[config.mk]
export PLATFORM = sky130hd
export DESIGN_NAME = i2s_sample_tx
export DESIGN_NICKNAME = d
export VERILOG_FILES = /design/src/rtl/i2s_sample_tx_pkg.sv /design/src/rtl/i2s_clk_div.sv /design/src/rtl/i2s_sample_tx.sv
export SDC_FILE = /design/constraint.sdc
export NUM_CORES = 1
export LEC_CHECK = 0
export CORE_MARGIN = 2
export CORE_UTILIZATION = 33
export CTS_BUF_LIST = sky130_fd_sc_hd__clkbuf_16
export CTS_CLUSTER_SIZE = 12
export DETAILED_ROUTE_END_ITERATION = 7
export PLACE_DENSITY = 0.62
export SLEW_MARGIN = 30
export SYNTH_ARGS = -nofsm -noshare
export SYNTH_HDL_FRONTEND = slang
export SYNTH_SLANG_ARGS = --single-unit
[constraint.sdc]
create_clock -name clk -period 2.5 [get_ports clk]
set_clock_uncertainty 0.15 [all_clocks]
set_input_delay 0.25 -clock clk [delete_from_list [all_inputs] [get_ports clk]]
set_output_delay 0.25 -clock clk [all_outputs]
set_load 0.02 [all_outputs]
[src/rtl/i2s_sample_tx_pkg.sv]
// Shared definitions for the I2S sample transmitter: default geometry,
// channel encoding and a counter-width helper.
package i2s_sample_tx_pkg;

  // Default frame geometry, kept next to the other fixed-point sample defaults.
  localparam int I2S_WIDTH_DEF     = 24;
  localparam int I2S_SLOT_BITS_DEF = 32;
  localparam int I2S_BCLK_DIV_DEF  = 4;

  // Word-select encoding as driven on LRCLK.
  typedef enum logic {
    I2S_LEFT  = 1'b0,
    I2S_RIGHT = 1'b1
  } i2s_chan_t;

  // Width of a counter covering 0..n-1; never narrower than one bit.
  function automatic int cnt_width(input int n);
    return (n > 1) ? $clog2(n) : 1;
  endfunction

endpackage

[src/rtl/i2s_clk_div.sv]
// BCLK generator: divides clk by 2*BCLK_DIV and flags the cycle in which
// BCLK falls, so the transmitter can update its outputs in step with it.
module i2s_clk_div
  import i2s_sample_tx_pkg::*;
#(
  parameter int BCLK_DIV = I2S_BCLK_DIV_DEF
) (
  input  logic clk,
  input  logic rst,
  output logic bclk_o,
  output logic fall_event_o
);

  localparam int            CW       = cnt_width(BCLK_DIV);
  localparam logic [CW-1:0] CNT_LAST = CW'(BCLK_DIV - 1);

  logic [CW-1:0] div_cnt_q, div_cnt_d;
  logic          bclk_q, bclk_d;
  logic          term;

  // Half-period counter; BCLK toggles each time it wraps.
  always_comb begin
    term      = (div_cnt_q == CNT_LAST);
    div_cnt_d = term ? '0 : div_cnt_q + CW'(1);
    bclk_d    = term ? ~bclk_q : bclk_q;
  end

  // Divider state registers.
  always_ff @(posedge clk or posedge rst) begin
    if (rst) begin
      div_cnt_q <= '0;
      bclk_q    <= 1'b0;
    end else begin
      div_cnt_q <= div_cnt_d;
      bclk_q    <= bclk_d;
    end
  end

  assign bclk_o       = bclk_q;
  // High in the cycle whose closing edge takes BCLK from 1 to 0.
  assign fall_event_o = term & bclk_q;

endmodule

[src/rtl/i2s_sample_tx.sv]
// I2S transmitter: each mono sample is sent MSB first on both the left and
// right slots of a frame, with the standard one-BCLK delay after LRCLK.
// A one-entry holding buffer with a valid/ready handshake sits in front.
// Optional: define I2S_UNDERRUN_COUNT_EN to add the underrun_cnt output.
//
// Handshake: a sample transfers in any clk cycle where in_valid && in_ready.
// in_ready depends only on registers (buffer empty), never on in_valid; the
// producer holds in_valid and in_sample stable until the transfer happens.
module i2s_sample_tx
  import i2s_sample_tx_pkg::*;
#(
  parameter int WIDTH     = I2S_WIDTH_DEF,
  parameter int SLOT_BITS = I2S_SLOT_BITS_DEF,
  parameter int BCLK_DIV  = I2S_BCLK_DIV_DEF
) (
  input  logic             clk,
  input  logic             rst,
  input  logic [WIDTH-1:0] in_sample,
  input  logic             in_valid,
  output logic             in_ready,
  output logic             bclk,
  output logic             lrclk,
  output logic             sdata
`ifdef I2S_UNDERRUN_COUNT_EN
  ,
  output logic [15:0]      underrun_cnt
`endif
);

  localparam int            FRAME    = 2 * SLOT_BITS;
  localparam int            SW       = cnt_width(FRAME);
  localparam logic [SW-1:0] S_LAST   = SW'(FRAME - 1);
  localparam logic [SW-1:0] S_RESET  = SW'(FRAME - 2);
  localparam logic [SW-1:0] S_RIGHT0 = SW'(SLOT_BITS);
  localparam logic [SW-1:0] S_LR_HI  = SW'(SLOT_BITS - 1);
  localparam logic [SW-1:0] S_WIDTH  = SW'(WIDTH);

  logic             fall_event;
  logic [SW-1:0]    s_q, s_d;          // slot index within the frame
  i2s_chan_t        chan_q, chan_d;    // registered word select
  logic             sdata_q, sdata_d;
  logic [WIDTH-1:0] sh_q, sh_d;        // bits still to send in this slot
  logic [WIDTH-1:0] frame_q, frame_d;  // word of the current frame (hold value)
  logic [WIDTH-1:0] buf_q, buf_d;      // holding buffer
  logic             full_q, full_d;
  logic             take, load;
  logic             in_left, in_right;

  i2s_clk_div #(
    .BCLK_DIV(BCLK_DIV)
  ) u_clk_div (
    .clk         (clk),
    .rst         (rst),
    .bclk_o      (bclk),
    .fall_event_o(fall_event)
  );

  // Slot advance, LRCLK/SDATA generation, frame load and buffer update.
  always_comb begin
    s_d      = s_q;
    chan_d   = chan_q;
    sdata_d  = sdata_q;
    sh_d     = sh_q;
    frame_d  = frame_q;
    buf_d    = buf_q;
    full_d   = full_q;
    load     = 1'b0;
    in_left  = 1'b0;
    in_right = 1'b0;
    take     = in_valid && !full_q;
    if (fall_event) begin
      s_d      = (s_q == S_LAST) ? '0 : s_q + SW'(1);
      load     = (s_d == S_LAST);
      // LRCLK leads the data by one BCLK: it switches one slot early.
      chan_d   = (s_d >= S_LR_HI && s_d != S_LAST) ? I2S_RIGHT : I2S_LEFT;
      in_left  = (s_d < S_WIDTH);
      in_right = (s_d >= S_RIGHT0) && ((s_d - S_RIGHT0) < S_WIDTH);
      if (s_d == '0 || s_d == S_RIGHT0) begin
        sdata_d = frame_q[WIDTH-1];
        sh_d    = frame_q << 1;
      end else if (in_left || in_right) begin
        sdata_d = sh_q[WIDTH-1];
        sh_d    = sh_q << 1;
      end else begin
        sdata_d = 1'b0;
      end
    end
    // On underrun the previous word is repeated rather than sending silence.
    if (load) begin
      frame_d = full_q ? buf_q : frame_q;
      full_d  = 1'b0;
    end
    // A transfer in the load cycle refills the buffer after it was read.
    if (take) begin
      buf_d  = in_sample;
      full_d = 1'b1;
    end
  end

  // Transmitter state registers; reset abandons any frame in progress.
  always_ff @(posedge clk or posedge rst) begin
    if (rst) begin
      s_q     <= S_RESET;
      chan_q  <= I2S_RIGHT;
      sdata_q <= 1'b0;
      sh_q    <= '0;
      frame_q <= '0;
      buf_q   <= '0;
      full_q  <= 1'b0;
    end else begin
      s_q     <= s_d;
      chan_q  <= chan_d;
      sdata_q <= sdata_d;
      sh_q    <= sh_d;
      frame_q <= frame_d;
      buf_q   <= buf_d;
      full_q  <= full_d;
    end
  end

`ifdef I2S_UNDERRUN_COUNT_EN
  logic [15:0] under_q;

  // Saturating count of frame loads that found the buffer empty.
  always_ff @(posedge clk or posedge rst) begin
    if (rst) begin
      under_q <= '0;
    end else if (load && !full_q && under_q != 16'hFFFF) begin
      under_q <= under_q + 16'd1;
    end
  end

  assign underrun_cnt = under_q;
`endif

  assign in_ready = ~full_q;
  assign lrclk    = chan_q;
  assign sdata    = sdata_q;

endmodule

==> results_dict.tcl <==
set metrics [dict create \
    syn_to_final_growth_pct 23.4 \
    period_share 0.941 \
    cts.clk_slew.worst_paths_ns 0.06 \
    dieWidth_um 111 \
    rrSetupSlack_ns 0.15 \
    worstSetupEndpointType "flip-flop" \
    cts_tree "done" \
    routed_via_density 5.03 \
    ys_seq_area_frac 0.557 \
    clockBufferDepth 2 \
    diodes 0 \
    ant_nets 0 \
    grt_pass1_wl_um 12100 \
    finalNetCount 379 \
    syn_nets 344 \
    fin_tns_setup_ns 0 \
    dr.pass1.iters 4 \
    yosys.area_share.simple 0.102 \
    num_vias 2481 \
    grt_pass1_vias 2487 \
    required_ns 2.55 \
    drc 0 \
    crit_type "reg -> reg" \
    synth_adder_area_share 0.0134 \
    ir_drop_v 0.000363 \
    clk_latency_ns 0.33 \
    antenna_found_initial 0 \
    setup_violations 0 \
    hold_path_class "in -> async" \
    worst_pin_slew_ns 0.456 \
    syn_area_per_cell_um2 12.0 \
    routedWlPerCell_um 14.2 \
    core-area_um2 10900 \
    hpwl_um 4510 \
    arrival_ns 2.41 \
    cts_buffers 9 \
    finalWorstSetupSlack_ns 0.147 \
    max_cap_violations 0 \
    drt_iter0_drc 172 \
    synthDistinctLibCells 43 \
    place_congestion 0.737 \
    power.density_nw_per_um2 615 \
    synth_compound_area_frac 0.118 \
    status "completed" \
    die_height_um 111 \
    cp_max_fo 23 \
    drv_slew 0 \
    synth.area.top_cells "dfrtp_1, mux2_2, mux2_4" \
    ys_ff_latch 83 \
    ys_async_sr_fraction 1.00 \
    hold_violations 0 \
    syn_area_um2 3740 \
    h-tree-depth 3 \
    cts.sinks 83 \
    yosys_warnings 0 \
    yosys.area_share.xor_xnor 0.0117 \
    initial_utilization 0.342 \
    fp-row-count 38 \
    fin_crit_ns 2.35 \
    grt_overflow 0 \
    yosys_most_used_dff "dfrtp_1" \
    maxSlewHeadroom 0.696 \
    cts_root_buf "clkbuf_16" \
    hold_buffers 0 \
    synth_edf_count 0 \
    synth_top_family_by_area "multiplexers" \
    synthCells 313 \
    track_usage 0.121 \
    synth_top_area_cell "dfrtp_1" \
    wl_um 6990 \
    layout-drive-gt1-share 0.269 \
    muxShareOfSynthArea 0.163 \
    max_freq_mhz 425 \
    preCtsSetupSlack_ns 0.0890 \
    grt_max_degree 84 \
    port_buffers 30 \
    p_leak_nw 2.00 \
    power.total_mw 2.84 \
    worst_setup_path_start_kind "flip-flop" \
    dieArea_um2 12200 \
    rsz0062_at_grt "no" \
    synth.top_cell.area_share 0.515 \
    io-pin-count 31 \
]
[registers in the layout (all words and copies together) (netlist names)]
register             flops
u_clk_div.div_cnt_q      2
frame_q                 24
sdata                    1
s_q                      6
full_q                   1
buf_q                   24
sh_q                    23
u_clk_div.bclk_o         1
lrclk                    1
[layout by cell type (no fill, tap or decap), types with 2 or more instances in the layout]
master	Yosys	layout
xor2_1	2	2
a31oi_1	23	23
o211ai_1	2	2
xnor2_1	3	3
mux2_4	19	19
and2_1	2	2
nand2_1	14	14
o21ai_0	27	27
mux2_2	29	29
clkdlybuf4s50_1	0	30
buf_4	0	12
a21oi_1	2	2
inv_1	5	4
clkbuf_16	0	9
nand3_1	24	24
clkinvlp_4	0	4
ha_1	4	3
buf_12	0	6
dfrtp_1	77	77
clkinv_1	0	2
nand4_1	4	4
dfstp_2	6	6
nor2_1	23	23
[per-stage QoR]
step	util	instance area [um^2]	instances	hold WS, ns
detailed placement	0.393	4300	474	0.274
global route	0.422	4620	493	0.286
floorplan	-	3750	313	0.217
finish	0.422	4620	493	0.228
global placement	0.393	4300	474	0.263
CTS	0.420	4590	490	0.258
[power breakdown]
group / internal, mW / total, mW / switching, mW
sequential: 1.39 / 1.42 / 0.0252
clock: 0.768 / 1.30 / 0.532
combinational: 0.0762 / 0.119 / 0.0427
[cell type report]
type	instances	area, um^2
fill	1056	6320
sequential	83	2080
multi-input combinational	201	1530
timing repair buffer	48	510
clock buffer	9	225
tap	140	175
clock inverter	7	68.8
inverter	5	22.5
[critical path, cell delays in order (launching register included)]
cell and delay (ns):
dfrtp_1 0.51, inv_1 0.12, ha_1 0.31, nand2_1 0.13, o211a_1 0.21, a221o_1 0.31
buf_12 0.17, o21ai_0 0.19, a31oi_1 0.12
[timing repair]
item | CTS | global route
hold endpoints to repair | 0 | 0
resized for setup | 0 | 1
buffers inserted | 0 | 3
setup endpoints to repair | 0 | 23
[kinds of logic (layout without fill, tap and decap cells)]
family,Yosys count,in the layout
flops,83,83
simple gates,77,77
compound gates,67,67
fa+ha+maj,4,4
xor+xnor,5,5
mux,48,48
buf+inv,29,69
[final timing paths]
kind / cells after the start / to / startpoint
hold reg to reg: 1 / u_clk_div.div_cnt_q[0] / u_clk_div.div_cnt_q[0]
setup reg to reg: 8 / sh_q[6] / s_q[0]
min in group clk: 1 / u_clk_div.div_cnt_q[0] / u_clk_div.div_cnt_q[0]
max in group asynchronous: 3 / s_q[5] / rst
hold / removal: 3 / buf_q[14] / rst
setup / recovery: 8 / sh_q[6] / s_q[0]
[layer usage]
metal  vias to the layer above  GRT usage  wire, um
met5                         -          0         0
met4                         0     0.0525        87
met3                         6     0.0291       175
met2                        36      0.189      3410
met1                      1244      0.160      3320
li1                       1195          -         -
[cell usage after synthesis, drive strengths merged (2+ instances only)]
cell type / n
o31ai: 2
o211ai: 2
inv: 5
xnor2: 3
a21oi: 3
ha: 4
nor2b: 2
nand3: 24
dfstp: 6
dfrtp: 77
a31oi: 23
and2: 2
clkbuf: 12
nand4: 5
o21ai: 28
nand2: 15
buf: 12
mux2: 48
xor2: 2
nor2: 23
Note: power is estimated with default switching activity, not from simulation.
